File: config.mk
export PLATFORM = sky130hd
export DESIGN_NAME = dmem_arbiter
export DESIGN_NICKNAME = d
export VERILOG_FILES = /design/src/rtl/dmem_arb_pkg.sv /design/src/rtl/dmem_arbiter_rr_pick2.sv /design/src/rtl/dmem_arbiter.sv
export SDC_FILE = /design/constraint.sdc
export NUM_CORES = 1
export LEC_CHECK = 0
export BUFFER_PORTS_ARGS = -buffer_cell sky130_fd_sc_hd__buf_2
export CAP_MARGIN = 0
export CORE_MARGIN = 2
export CORE_UTILIZATION = 45
export DETAILED_ROUTE_END_ITERATION = 16
export HOLD_SLACK_MARGIN = 0.08
export PLACE_DENSITY_LB_ADDON = 0.05
export SYNTH_ARGS = -nofsm -noshare
export SYNTH_HDL_FRONTEND = slang
export SYNTH_SLANG_ARGS = --single-unit
export TNS_END_PERCENT = 5
File: constraint.sdc
create_clock -name clk -period 2 [get_ports clk]
set_input_delay 0.2 -clock clk [delete_from_list [all_inputs] [get_ports clk]]
set_output_delay 0.2 -clock clk [all_outputs]
set_load 0.02 [all_outputs]
File: src/rtl/dmem_arb_pkg.sv
// Shared types for the data-memory arbiter: FSM states, owner encoding, default widths.
package dmem_arb_pkg;

  localparam int unsigned DMEM_ADDR_W = 16;
  localparam int unsigned DMEM_DATA_W = 16;

  typedef enum logic [1:0] {
    IDLE = 2'd0,
    ACC  = 2'd1,
    RSP  = 2'd2
  } arb_state_e;

  typedef enum logic {
    OWN_CPU = 1'b0,
    OWN_LDR = 1'b1
  } owner_e;

endpackage

File: src/rtl/dmem_arbiter_rr_pick2.sv
// Two-way round-robin picker: chooses the owner of the next memory access.
module rr_pick2
  import dmem_arb_pkg::*;
(
  input  logic req_cpu,
  input  logic req_ldr,
  input  logic last,
  input  logic lock,
  output logic grant_vld_c,
  output logic grant_own_c
);

  // Contention goes to whoever was not served last, unless a locked loader already owns the slot.
  always_comb begin
    grant_vld_c = req_cpu | req_ldr;
    grant_own_c = 1'(OWN_CPU);
    if (req_cpu && req_ldr) begin
      if (lock && (last == 1'(OWN_LDR))) begin
        grant_own_c = 1'(OWN_LDR);
      end else if (last == 1'(OWN_CPU)) begin
        grant_own_c = 1'(OWN_LDR);
      end else begin
        grant_own_c = 1'(OWN_CPU);
      end
    end else if (req_ldr) begin
      grant_own_c = 1'(OWN_LDR);
    end
  end

endmodule

File: src/rtl/dmem_arbiter.sv
// Shares the data memory between the CPU load/store path and the loader; one access per
// IDLE->ACC->RSP pass, round-robin on contention, stall back to the datapath while pending.
module dmem_arbiter
  import dmem_arb_pkg::*;
#(
  parameter int unsigned ADDR_W = DMEM_ADDR_W,
  parameter int unsigned DATA_W = DMEM_DATA_W
) (
  input  logic              clk,
  input  logic              clear,
  input  logic              cpu_req,
  input  logic              cpu_we,
  input  logic [ADDR_W-1:0] cpu_addr,
  input  logic [DATA_W-1:0] cpu_wdata,
  output logic              cpu_ack,
  output logic [DATA_W-1:0] cpu_rdata,
  output logic              cpu_stall,
  input  logic              ldr_req,
  input  logic              ldr_we,
  input  logic [ADDR_W-1:0] ldr_addr,
  input  logic [DATA_W-1:0] ldr_wdata,
  output logic              ldr_ack,
  output logic [DATA_W-1:0] ldr_rdata,
  input  logic              ldr_lock,
  output logic              mem_read,
  output logic              mem_write,
  output logic [ADDR_W-1:0] mem_addr,
  output logic [DATA_W-1:0] mem_wdata,
  input  logic [DATA_W-1:0] mem_rdata
);

  arb_state_e        state_q, state_d;
  owner_e            owner_q, owner_d;
  owner_e            last_q, last_d;
  logic              we_q, we_d;
  logic [ADDR_W-1:0] addr_q, addr_d;
  logic [DATA_W-1:0] wdata_q, wdata_d;
  logic [DATA_W-1:0] cpu_rdata_q, cpu_rdata_d;
  logic [DATA_W-1:0] ldr_rdata_q, ldr_rdata_d;
  logic              grant_vld_c;
  logic              grant_own_c;

  rr_pick2 u_pick (
    .req_cpu     (cpu_req),
    .req_ldr     (ldr_req),
    .last        (last_q),
    .lock        (ldr_lock),
    .grant_vld_c (grant_vld_c),
    .grant_own_c (grant_own_c)
  );

  // Last starts as LDR so the CPU wins the first contention after reset.
  always_ff @(posedge clk) begin
    if (clear) begin
      state_q     <= IDLE;
      owner_q     <= OWN_CPU;
      last_q      <= OWN_LDR;
      we_q        <= 1'b0;
      addr_q      <= '0;
      wdata_q     <= '0;
      cpu_rdata_q <= '0;
      ldr_rdata_q <= '0;
    end else begin
      state_q     <= state_d;
      owner_q     <= owner_d;
      last_q      <= last_d;
      we_q        <= we_d;
      addr_q      <= addr_d;
      wdata_q     <= wdata_d;
      cpu_rdata_q <= cpu_rdata_d;
      ldr_rdata_q <= ldr_rdata_d;
    end
  end

  // Next state; the granted command is captured so ACC/RSP never look at live requests.
  always_comb begin
    state_d     = state_q;
    owner_d     = owner_q;
    last_d      = last_q;
    we_d        = we_q;
    addr_d      = addr_q;
    wdata_d     = wdata_q;
    cpu_rdata_d = cpu_rdata_q;
    ldr_rdata_d = ldr_rdata_q;
    case (state_q)
      IDLE: begin
        if (grant_vld_c) begin
          owner_d = owner_e'(grant_own_c);
          state_d = ACC;
          if (owner_e'(grant_own_c) == OWN_LDR) begin
            we_d    = ldr_we;
            addr_d  = ldr_addr;
            wdata_d = ldr_wdata;
          end else begin
            we_d    = cpu_we;
            addr_d  = cpu_addr;
            wdata_d = cpu_wdata;
          end
        end
      end
      ACC: begin
        state_d = RSP;
      end
      RSP: begin
        last_d  = owner_q;
        state_d = IDLE;
        if (!we_q) begin
          if (owner_q == OWN_LDR) begin
            ldr_rdata_d = mem_rdata;
          end else begin
            cpu_rdata_d = mem_rdata;
          end
        end
      end
      default: begin
        state_d = IDLE;
      end
    endcase
  end

  // Memory strobes and acks decode registered state only; read data bypasses in RSP.
  always_comb begin
    mem_read  = 1'b0;
    mem_write = 1'b0;
    mem_addr  = '0;
    mem_wdata = '0;
    cpu_ack   = 1'b0;
    ldr_ack   = 1'b0;
    cpu_rdata = cpu_rdata_q;
    ldr_rdata = ldr_rdata_q;
    if (state_q == ACC) begin
      mem_write = we_q;
      mem_read  = ~we_q;
      mem_addr  = addr_q;
      mem_wdata = wdata_q;
    end
    if (state_q == RSP) begin
      if (owner_q == OWN_LDR) begin
        ldr_ack = 1'b1;
        if (!we_q) begin
          ldr_rdata = mem_rdata;
        end
      end else begin
        cpu_ack = 1'b1;
        if (!we_q) begin
          cpu_rdata = mem_rdata;
        end
      end
    end
  end

  assign cpu_stall = cpu_req & ~cpu_ack;

endmodule

**Word level (Yosys, flattened, before mapping)**

Index checks and enable logic that the tools add are counted.

- Output and inout bits: 69
- Bits of input ports: 87
- Register bits after elaboration: 69
- Word-level logic and storage cells: 45

- Bitwise logic cells: 5
- Multiplexer cells: 23
- Reductions and logical operators: 6
- Equal/unequal tests: 3

Operator list:

| kind | number |
|---|---|
| 16-bit 2-to-1 mux | 10 |
| 1-bit 2-to-1 mux | 11 |
| 3-bit AND reduction | 2 |
| 2-bit one-hot mux with 2 select lines | 1 |
| 1-bit NOT | 3 |
| 2-bit by 1-bit == test with 1-bit output (second input constant) | 1 |
| 2-bit == test (second input constant) | 1 |
| 1-bit logical AND | 2 |
| 2-bit logical NOT | 1 |
| 2-bit 2-to-1 mux | 1 |
| 2-bit inequality test (second input constant) | 1 |
| 2-bit AND reduction | 1 |
| 1-bit AND | 1 |
| 1-bit OR | 1 |

**Longest topological paths before layout**

- Word-level depth: 4
- Depth in mapped cells: 7

**Cells and area by module**

From an unflattened synthesis, not the netlist that was laid out.

- Cell total of the unflattened synthesis: 367
- Area total of the unflattened synthesis: 3868.7 um^2

Modules (own cells, without submodules):

| module | instances | area an instance (um^2) | sequential area each (um^2) | cells each |
|---|---|---|---|---|
| dmem_arbiter | 1 | 3848.7 | 1381.3 | 363 |
| rr_pick2 | 1 | 20.0 | 0.0 | 4 |

**Worst setup path before layout**

No wires, ideal clock.

- Kind: reg2reg
- Start point: reg owner_q
- End point: reg cpu_rdata_q[10]
- Stages on the path, launching flop included: 5
- Setup slack: 0.371 ns
- Path buffers: 1
- Arrival time: 1.515 ns
- Setup time: 0.114 ns
- Cells stage by stage: dfxtp_1 -> nor4b_4 -> buf_6 -> mux2_4 -> and2b_1

- Longest elaborated chain between the ends: 2

Ends and longest elaborated chain:

| item | line | RTL |
|---|---|---|
| start: declaration | dmem_arbiter.sv:33 | `owner_e owner_q, owner_d;` |
| start signal: assignment | dmem_arbiter.sv:65 | `owner_q <= owner_d;` |
| 1-bit NOT (no line) | - |  |
| 3-bit AND reduction (no line) | - |  |
| end signal: assignment | dmem_arbiter.sv:70 | `cpu_rdata_q <= cpu_rdata_d;` |
| end: declaration | dmem_arbiter.sv:38 | `logic [DATA_W-1:0] cpu_rdata_q, cpu_rdata_d;` |

Every way passes these cells.
A chain may end at the register's enable or synchronous reset.

**Worst setup path after layout**

- Start point: reg we_q
- End point: out ldr_rdata[14]

- Longest elaborated chain between the ends: 3

Ends and longest elaborated chain:

| item | line | RTL |
|---|---|---|
| start: declaration | dmem_arbiter.sv:35 | `logic we_q, we_d;` |
| start signal: assignment | dmem_arbiter.sv:67 | `we_q <= we_d;` |
| 16-bit 2-to-1 mux | dmem_arbiter.sv:140 | `if (!we_q) begin` |
| 16-bit 2-to-1 mux | dmem_arbiter.sv:138 | `if (owner_q == OWN_LDR) begin` |
| 16-bit 2-to-1 mux | dmem_arbiter.sv:137 | `if (state_q == RSP) begin` |
| end: declaration | dmem_arbiter.sv:23 | `output logic [DATA_W-1:0] ldr_rdata,` |

Every way passes these cells.

==> run metrics <==
outcome=completed; DR iter-0 viols=roughly 130; Clock Pin Slew Worst Setup and Hold Paths=approximately 0.07 ns; maximum fanout along the worst path=8; Residual DRC=0; Die Width=93.2 um; final-report setup violation count=0; ratio of cells with drive above 1 in the final layout=between 50 and 60%; vias in the first global route=roughly 3000; Multi-input gate area=0.00203 mm^2; Global Route Usage Sum=21.5%; CP Data Arrival Time=around 1.8 ns; DP Area=around 0.0044 mm^2; PortBufs=155; post-route cell area=approximately 0.0048 mm^2; H-tree level count=3; HPWL after DPL=6.07 mm; Syn Inst Count=between 300 and 400; IO Count=between 150 and 200; ANT nets after route=0; Layout area overhead=34.1%; max cap viols=0; fin cells=610; Critical Path, Cell by Cell=nor4bb_4 > buf_4 > clkbuf_16 > mux2_4 > buf_6; Final Wtd Congestion=about 0.77; Rows=32; Mapped Area=0.00358 mm^2; Async S/R FF share, synth=0%; peak per-stage delay on the critical path=about 0.37 ns; core box area=0.00773 mm^2; min Tclk post-route=approximately 2.0 ns; first-pass GRT wire length=about 15 mm; fillers=~690; Tcrit/Tclk final=between 90% and 100%; Pins Over Slew Limit=0; LEAKAGE=between 2 and 2.5 nW; setup ws final=approximately 0.025 ns; Worst VDD drop=~380 uV; TritonCTS clock tree=built; Placed Instances=between 500 and 600; Root Buffer=clkbuf_8; syn avg cell area=~10 um^2; Top FF cell, synth=dfxtp_1; Final Hold Violating Endpoints=0; Die Area=~0.0087 mm^2; Synth Net Count=approximately 450; slowest stage cell, crit path=dfxtp_4; unrepaired setup endpoints after global routing=yes; cts hold-fix bufs=0; Routed wire per std cell=between 15 and 20 um; Fin Hold WS=about 0.15 ns; EDFF count, synth=0; Slew HR=63.7%; initial antenna violation count=0; fin nets=just under 600; DR pass1 iterations=4; number of clock sinks=69; Synth Register Bits=69; pre-CTS setup slack=around 0.31 ns; Req. time, crit path=between 1.5 and 2 ns; fmax=between 500 and 600 MHz; Layout Utilization=~62%; sequential cell area=between 0.001 and 0.0015 mm^2; kind of critical path=flip-flop to output pin; Tightest Hold Check Type=primary input to flip-flop; Worst Setup Start Kind=flip-flop; Inserted Diodes=0; Skew-Pair Late Insertion Delay=between 0.3 and 0.4 ns; Yosys cell types=28; Least-Margin Pin Slew=around 0.54 ns; Clock Path Buffers=2; CTS Buf Count=9; via count=roughly 3200; CP endpoint kind=output pin; die height=~93 um; clk_skew=between 0.006 and 0.007 ns; post-synthesis sequential area ratio=between 30% and 40%; DR vias/cell=5.22; Initial Util=46.3%; Total Wirelength=around 9.4 mm; total congestion overflow=0; largest net degree at the start of global routing=70; pwr dens=around 700 mW/mm^2; Synthesis Warnings=0
report_power, final:
part           internal (mW)  switching (mW)  total (mW)
combinational          0.331           0.422       0.753
sequential              1.47          0.0477        1.52
clock                  0.563           0.500        1.06
total                   2.37           0.969        3.33
cells by family (layout without fill, tap and decap cells):
group	Yosys count	after routing	synth area share, %
muxes	32	32	12.2
DFF	69	69	38.6
buffers and inverters	40	190	6.09
and+or+nand+nor	115	115	20.1
AOI/OAI and AO/OA	102	102	23.0
per-layer routing:
metal  part of all wire, %  track usage (%)  vias to the layer above
met5                     0                0                        -
met3                   6.8             6.85                        9
li1                      -                -                     1576
met1                    43             26.5                     1489
met4                  0.89             5.76                        0
met2                    49             36.1                      112
registers in the layout (all words and copies together), names as in the netlist:
name	count
wdata_q	16
we_q	1
owner_q	1
ldr_rdata_q	16
state_q	2
cpu_rdata_q	16
addr_q	16
last_q	1
path summary, 6_finish.rpt:
| check | from | endpoint | slack (ns) | cells past startpoint |
|---|---|---|---|---|
| hold reg to reg | last_q$_SDFFE_PP1N_ | last_q$_SDFFE_PP1N_ | 0.49 | 1 |
| hold / removal | cpu_wdata[2] | wdata_q[2]$_SDFFE_PP0P_ | 0.15 | 3 |
| setup reg to reg | we_q$_SDFFE_PP0P_ | ldr_rdata_q[10]$_SDFFE_PP0P_ | 0.44 | 5 |
| setup / recovery | we_q$_SDFFE_PP0P_ | ldr_rdata[14] | 0.02 | 5 |
metrics by stage:
stage / TNS (ns) / power, mW
4_1_cts: -0.278 / 3.37
5_1_grt: -1.01 / 3.51
6_report: 0 / 3.33
3_3_place_gp: 0 / 2.28
2_1_floorplan: 0 / 2.06
3_5_place_dp: 0 / 2.28
synth_stat cells (2+ instances only):
master    number  area share (%)
nand3_1       34             4.8
a21oi_1       34             4.8
inv_1          2            0.21
nor2b_1       14             2.4
and2_1        33             5.8
and2b_1       21             4.4
mux2_4        20             8.4
a311oi_2      29              12
clkbuf_1      28             2.9
mux2_2        12             3.8
buf_6          7             2.2
dfxtp_1       69              39
o21ai_0       33             4.6
a311oi_1       4            0.98
nand2b_1       2            0.35
nor2_1         4            0.42
cell usage in the layout, fill, tap and decap left out, drive strengths merged, types with 2 or more instances in the layout:
cell type  Yosys  routed
a21oi         34      34
a311oi        33      33
and2          34      34
and2b         21      21
buf           10     172
clkbuf        28      11
clkinv         0       3
dfxtp         69      69
inv            2       2
mux2          32      32
nand2b         2       2
nand3         34      34
nor2           5       5
nor2b         14      14
o21ai         33      33
area by class of cell:
type	instances	share of cell area, %
clock inverter	5	1.10
tap	102	2.66
inverter	2	0.156
timing repair buffer	173	22.1
multi-input combinational	249	42.3
clock buffer	10	2.66
sequential	69	29.0
worst max-delay path: cells and delay by family (launching register included):
family	cells	cell delay [ns]
muxes	1	0.32
buffers and inverters	3	0.45
DFF	1	0.37
and+or+nand+nor	1	0.31
repair_timing:
| item | 4_1_cts | 5_1_grt |
|---|---|---|
| resized for setup | 44 | 7 |
| buffers inserted | 3 | 1 |
| gates cloned | 1 | 0 |
| endpoints found under the hold margin | 0 | 0 |
| pin swaps | 1 | 0 |
| endpoints found under the setup margin | 22 | 22 |
Note: power is estimated with default switching activity, not from simulation.
